<file path="src/rtl/nic8_pkg.sv">
// Shared nic8 definitions: sequencer state encoding, instruction register layout
// and the operand encodings agreed with the control decoder.
package nic8_pkg;

  typedef enum logic [1:0] {
    ST_IDLE  = 2'd0,
    ST_FETCH = 2'd1,
    ST_EXEC  = 2'd2,
    ST_HALT  = 2'd3
  } state_t;

  // IR layout: bit7, dest[6:4], bit3, source[2:0]
  typedef struct packed {
    logic       bit7;
    logic [2:0] dest;
    logic       bit3;
    logic [2:0] src;
  } ir_t;

  localparam logic [2:0] DEST_PC = 3'd7;
  localparam logic [2:0] SRC_ROM = 3'd1;

  function automatic logic [2:0] ir_dest(input logic [7:0] ir);
    ir_t f;
    f = ir_t'(ir);
    return f.dest;
  endfunction

  function automatic logic [2:0] ir_src(input logic [7:0] ir);
    ir_t f;
    f = ir_t'(ir);
    return f.src;
  endfunction

endpackage

</file>
<file path="src/rtl/fetch_sequencer_if.sv">
// Bundle between the fetch sequencer and its environment (ROM, control decoder,
// run/step switches). The sequencer takes the slave side.
interface fetch_sequencer_if #(
  parameter int PC_WIDTH = 8
);
  logic [7:0]          romData;
  logic [7:0]          dbus;
  logic                doJumpBar;
  logic                denyFetch;
  logic                run;
  logic                step;
  logic [7:0]          ir;
  logic [PC_WIDTH-1:0] romAddr;
  logic [PC_WIDTH-1:0] pc;
  logic                exec;
  logic                halted;
  logic [7:0]          instrCount;

  modport slave (
    input  romData, dbus, doJumpBar, denyFetch, run, step,
    output ir, romAddr, pc, exec, halted, instrCount
  );

  modport master (
    output romData, dbus, doJumpBar, denyFetch, run, step,
    input  ir, romAddr, pc, exec, halted, instrCount
  );
endinterface

</file>
<file path="src/rtl/fetch_sequencer_step_edge.sv">
// Registered rising-edge detector for the single-step request.
module step_edge (
  input  logic clk,
  input  logic resetBar,
  input  logic step,
  output logic step_rise
);

  logic step_q;
  logic step_d;

  always_comb begin
    step_d = step;
  end

  always_ff @(posedge clk or negedge resetBar) begin
    if (!resetBar) begin
      step_q <= 1'b0;
    end else begin
      step_q <= step_d;
    end
  end

  assign step_rise = step & ~step_q;

endmodule

</file>
<file path="src/rtl/fetch_sequencer.sv">
// Instruction-fetch stage: owns PC, IR and the FETCH/EXEC phase, applies the
// control decoder's jump/immediate decisions and latches a jump-to-self halt.
module fetch_sequencer
  import nic8_pkg::*;
#(
  parameter int                  PC_WIDTH = 8,
  parameter logic [PC_WIDTH-1:0] RESET_PC = {PC_WIDTH{1'b0}}
) (
  input logic               clk,
  input logic               resetBar,
  fetch_sequencer_if.slave  bus
);

  state_t              state_q, state_d, cur_state_s, after_exec_s;
  logic                fresh_q;
  logic [PC_WIDTH-1:0] pc_q, pc_d;
  logic [7:0]          ir_q, ir_d;
  logic [7:0]          cnt_q, cnt_d;
  logic                halted_q, halted_d;
  logic                exec_q, exec_d;
  logic                step_rise_s;
  logic [PC_WIDTH-1:0] target_s;
  logic [PC_WIDTH-1:0] instr_addr_s;

  step_edge u_step_edge (
    .clk       (clk),
    .resetBar  (resetBar),
    .step      (bus.step),
    .step_rise (step_rise_s)
  );

  // The first cycle out of reset picks FETCH or IDLE from run, without a wasted IDLE cycle.
  always_comb begin
    cur_state_s = state_q;
    if (fresh_q) begin
      cur_state_s = bus.run ? ST_FETCH : ST_IDLE;
    end else begin
      cur_state_s = state_q;
    end
  end

  assign target_s     = PC_WIDTH'(bus.dbus);
  assign instr_addr_s = pc_q - PC_WIDTH'(1);
  assign after_exec_s = bus.run ? ST_FETCH : ST_IDLE;

  always_comb begin
    state_d  = cur_state_s;
    pc_d     = pc_q;
    ir_d     = ir_q;
    cnt_d    = cnt_q;
    halted_d = halted_q;
    case (cur_state_s)
      ST_IDLE: begin
        if (bus.run || step_rise_s) begin
          state_d = ST_FETCH;
        end else begin
          state_d = ST_IDLE;
        end
      end
      ST_FETCH: begin
        ir_d    = bus.romData;
        pc_d    = pc_q + PC_WIDTH'(1);
        state_d = ST_EXEC;
      end
      ST_EXEC: begin
        cnt_d = cnt_q + 8'd1;
        if (!bus.doJumpBar) begin
          pc_d = target_s;
          // A jump back onto its own opcode can never make progress.
          if (target_s == instr_addr_s) begin
            halted_d = 1'b1;
            state_d  = ST_HALT;
          end else begin
            state_d = after_exec_s;
          end
        end else if (bus.denyFetch) begin
          pc_d    = pc_q + PC_WIDTH'(1);
          state_d = after_exec_s;
        end else begin
          state_d = after_exec_s;
        end
      end
      ST_HALT: begin
        state_d = ST_HALT;
      end
      default: begin
        state_d = ST_IDLE;
      end
    endcase
    exec_d = (state_d == ST_EXEC);
  end

  always_ff @(posedge clk or negedge resetBar) begin
    if (!resetBar) begin
      state_q  <= ST_IDLE;
      fresh_q  <= 1'b1;
      pc_q     <= RESET_PC;
      ir_q     <= 8'h00;
      cnt_q    <= 8'h00;
      halted_q <= 1'b0;
      exec_q   <= 1'b0;
    end else begin
      state_q  <= state_d;
      fresh_q  <= 1'b0;
      pc_q     <= pc_d;
      ir_q     <= ir_d;
      cnt_q    <= cnt_d;
      halted_q <= halted_d;
      exec_q   <= exec_d;
    end
  end

  assign bus.ir         = ir_q;
  assign bus.pc         = pc_q;
  assign bus.romAddr    = pc_q;
  assign bus.exec       = exec_q;
  assign bus.halted     = halted_q;
  assign bus.instrCount = cnt_q;

endmodule
</file>
<file path="src/flat_wrapper.sv">
// flat-port wrapper written by rule: the top's interface ports become plain ports
module fetch_sequencer_flat import nic8_pkg::*;
#(
  parameter int                  PC_WIDTH = 8,
  parameter logic [PC_WIDTH-1:0] RESET_PC = {PC_WIDTH{1'b0}}
)
  (clk, resetBar, bus_romData, bus_dbus, bus_doJumpBar, bus_denyFetch, bus_run, bus_step, bus_ir, bus_romAddr, bus_pc, bus_exec, bus_halted, bus_instrCount);
  fetch_sequencer_if #(.PC_WIDTH(PC_WIDTH)) bus_i ();
  input logic clk;
  input logic resetBar;
  input wire logic [$bits(bus_i.romData)-1:0] bus_romData;
  input wire logic [$bits(bus_i.dbus)-1:0] bus_dbus;
  input wire logic [$bits(bus_i.doJumpBar)-1:0] bus_doJumpBar;
  input wire logic [$bits(bus_i.denyFetch)-1:0] bus_denyFetch;
  input wire logic [$bits(bus_i.run)-1:0] bus_run;
  input wire logic [$bits(bus_i.step)-1:0] bus_step;
  output wire logic [$bits(bus_i.ir)-1:0] bus_ir;
  output wire logic [$bits(bus_i.romAddr)-1:0] bus_romAddr;
  output wire logic [$bits(bus_i.pc)-1:0] bus_pc;
  output wire logic [$bits(bus_i.exec)-1:0] bus_exec;
  output wire logic [$bits(bus_i.halted)-1:0] bus_halted;
  output wire logic [$bits(bus_i.instrCount)-1:0] bus_instrCount;
  assign bus_i.romData = bus_romData;
  assign bus_i.dbus = bus_dbus;
  assign bus_i.doJumpBar = bus_doJumpBar;
  assign bus_i.denyFetch = bus_denyFetch;
  assign bus_i.run = bus_run;
  assign bus_i.step = bus_step;
  assign bus_ir = bus_i.ir;
  assign bus_romAddr = bus_i.romAddr;
  assign bus_pc = bus_i.pc;
  assign bus_exec = bus_i.exec;
  assign bus_halted = bus_i.halted;
  assign bus_instrCount = bus_i.instrCount;
  fetch_sequencer #(.PC_WIDTH(PC_WIDTH), .RESET_PC(RESET_PC)) u_core (.clk(clk), .resetBar(resetBar), .bus(bus_i));
endmodule
</file>
<file path="config.mk">
export PLATFORM = sky130hd
export DESIGN_NAME = fetch_sequencer_flat
export DESIGN_NICKNAME = d
export VERILOG_FILES = /design/src/rtl/nic8_pkg.sv /design/src/rtl/fetch_sequencer_if.sv /design/src/rtl/fetch_sequencer_step_edge.sv /design/src/rtl/fetch_sequencer.sv /design/src/flat_wrapper.sv
export SDC_FILE = /design/constraint.sdc
export NUM_CORES = 1
export LEC_CHECK = 0
export ABC_AREA = 1
export BUFFER_PORTS_ARGS = -buffer_cell sky130_fd_sc_hd__clkbuf_2
export CORE_AREA = 2 2 63 65
export CTS_CLUSTER_SIZE = 10
export DETAILED_ROUTE_END_ITERATION = 6
export DIE_AREA = 0 0 65 67
export PLACE_DENSITY = 0.81
export SLEW_MARGIN = 40
export SYNTH_ARGS = -nofsm -noshare
export SYNTH_HDL_FRONTEND = slang
export SYNTH_HIERARCHICAL = 1
export SYNTH_SLANG_ARGS = --single-unit
export TNS_END_PERCENT = 1
</file>
<file path="constraint.sdc">
create_clock -name clk -period 2.09 [get_ports clk]
set_input_delay 0.209 -clock clk [delete_from_list [all_inputs] [get_ports clk]]
set_output_delay 0.209 -clock clk [all_outputs]
set_load 0.1 [all_outputs]
</file>
==> results.md <==
- Post-CTS setup buffers: 0
- Max transition margin: 0.5684
- Max_cap viols: 0
- Setup violations, final: 0
- Asr flop ratio synth: 1.000
- Number of synthesized register bits: 30
- Period utilisation layout: 0.7964
- Worst min path class: input pin to register
- Setup TNS: 0 ns
- Critical Path Fanout Max: 7
- Largest area contributor in the netlist: dfrtp_1
- Area delta synth->final: 22.38%
- Unrepaired setup endpoints after global routing: false
- Worst slack, placed: 0.4368 ns
- Beginning of the critical path: u_core/bus.pc[0]$_DFFE_PN0P_
- Tightest Pin Transition: 0.6475 ns
- Largest net degree at the start of global routing: 31
- Row count: 22
- Placed insts: 319
- Average cell area after synthesis: 7.847 um2
- IO Count: 56
- Global-route usage over all layers: 0.1933
- Die W: 65 um
- Critical setup path kind: register to register
- CTS resizes: 0
- Hold Startpoint: bus_step
- Layout cells sized above 1: 0.3036
- Top post-synthesis cells by area: dfrtp_1, nand2_1, inv_1, nor2_1, xnor2_1
- Initial antenna violation count: 0
- Final Non-Filler Cells: 328
- WP data arrival: 1.89 ns
- F_max: 0.6008 GHz
- Number of distinct library cells after synthesis: 35
- Cell with the most instances after synthesis: nand2_1
- Core ar.: 3606 um2
- Die area: 4355 um2
- Status: finished, final reports clean
- Total grt overflow: 0
- DR vias: 1581
- PnR worst setup slack: 0.4254 ns
- Htree depth: 2
- Clk slew on worst S/H paths: 0.06 ns
- Area fraction of the dominant cell type after synthesis: 0.4056
- CP Data Required Time: 2.31 ns
- Nets: 304
- Cells after Synth: 228
- Initial drt markers: 55
- Clock buffer count from CTS: 5
- CP startpoint kind: register
- Antenna fix cells: 0
- Die Height: 67 um
- HPWL after detailed placement: 2.819 mm
- Synth top cells by count: nand2_1, dfrtp_1, inv_1, nor2_1, nand3_1
- Gpl congestion: 0.9347
- Final WL: 3.746 mm
- Post-route ant nets: 0
- Clock sinks: 30
- Number of synthesized flops with an enable pin: 0
- Seq/Total Area, Yosys: 0.4203
- Clk_lat worst skew: 0.28 ns
- Synthesized Nets: 253
- Min Tclk post-route: 1.665 ns
- Reg-to-reg slack, setup: 0.43 ns
- Reg-to-Reg Start: u_core/bus.pc[0]$_DFFE_PN0P_
- Bufs on Longest Clock Path: 2
- Setup Skew: 0.004247 ns
- Post-synth top flop: dfrtp_1
- DR DRC count: 0
- Via-to-Cell Ratio: 4.820
- PortBufs: 55
- First-pass GRT wire length: 6.313 mm
- Vias in the first global route: 1442
- WL/cell: 11.42 um
- DR pass1 iterations: 4
- TritonCTS clock tree: built
- Slew Viols, Final: 0
- Buffer type at the clock tree root: clkbuf_8
- Post-Syn Area: 1789 um2
- Setup crit end kind: register
- Fin. Hold Viols: 0
- Initial Util: 0.4962
- YS warnings: 6
cell families after synthesis:
logic type	after synthesis	synth area share
AND/OR/NAND/NOR	120	0.3077
buffers and inverters	37	0.1049
flip-flops	30	0.4203
AO/OA/AOI/OAI	23	0.07553
XOR/XNOR	14	0.06853
adder cells (fa/ha/maj)	3	0.02098
other	1	0.002096
registers in the layout (all words and copies together), names as in the netlist:
register / flops
u_core/bus.instrCount: 8
u_core/bus.pc: 8
u_core/state_q: 2
u_core/bus.ir: 8
u_core/fresh_q: 1
u_core/u_step_edge/step_q: 1
u_core/bus.exec: 1
u_core/bus.halted: 1
layout by cell type, fill, tap and decap left out, types with 3 or more instances in the layout:
| cell type | count |
|---|---|
| ha_1 | 3 |
| xnor2_1 | 8 |
| a21oi_1 | 5 |
| nor2_2 | 3 |
| nor2_1 | 19 |
| inv_1 | 21 |
| o21ai_0 | 8 |
| nand2_2 | 5 |
| clkbuf_8 | 6 |
| nand2_1 | 72 |
| dfrtp_1 | 27 |
| nand3_1 | 12 |
| clkbuf_2 | 54 |
| xor2_1 | 6 |
worst paths after layout:
kind,endpoint,cells past startpoint
min in group asynchronous,u_core/bus.instrCount[2]$_DFFE_PN0N_,2
setup / recovery,u_core/state_q[0]$_DFF_PN0_,11
hold reg to reg,u_core/bus.instrCount[7]$_DFFE_PN0N_,1
setup reg to reg,u_core/state_q[0]$_DFF_PN0_,11
max in group asynchronous,u_core/bus.pc[0]$_DFFE_PN0P_,2
hold / removal,u_core/u_step_edge/step_q$_DFF_PN0_,1
area by class of cell:
cell class	instances	area, um2
Fill cell	333	1416
Multi-Input combinational cell	161	849.6
Sequential cell	30	754.5
Timing Repair Buffer	57	292.8
Inverter	24	90.09
Clock buffer	6	82.58
Clock inverter	2	60.06
Tap cell	48	60.06
worst max-delay path: stages (launching register included):
cell and delay, ns:
dfrtp_2 0.44, inv_1 0.19, ha_1 0.29, nand2_1 0.07, inv_1 0.03, nor2_1 0.08, nand2_1 0.05, nor2_1 0.09
nand2_1 0.06, nor2_1 0.12, nand4_1 0.11, nand2_1 0.07
what timing repair did:
item,in CTS,in global routing
setup endpoints to repair,0,0
hold endpoints to repair,22,0
hold buffers,1,0
metal layers:
layer	share of wire	vias up	GRT usage
li1	-	804	-
met1	0.44	725	0.2349
met2	0.48	48	0.3247
met3	0.069	4	0.06588
met4	0.0096	0	0.05585
met5	0	-	0
per-stage QoR:
step | util | instance area (um2) | hold WS (ns)
final | 0.6072 | 2190 | 0.05407
after floorplan | - | 1792 | -0.08659
after detailed placement | 0.5649 | 2037 | 0.3009
after global placement | 0.5649 | 2037 | 0.3040
after global routing | 0.6072 | 2190 | 0.03993
after CTS | 0.6072 | 2190 | 0.04963
Power is not shown: default switching activity piles up to over one toggle a cycle in this logic, so the estimate is an artifact.
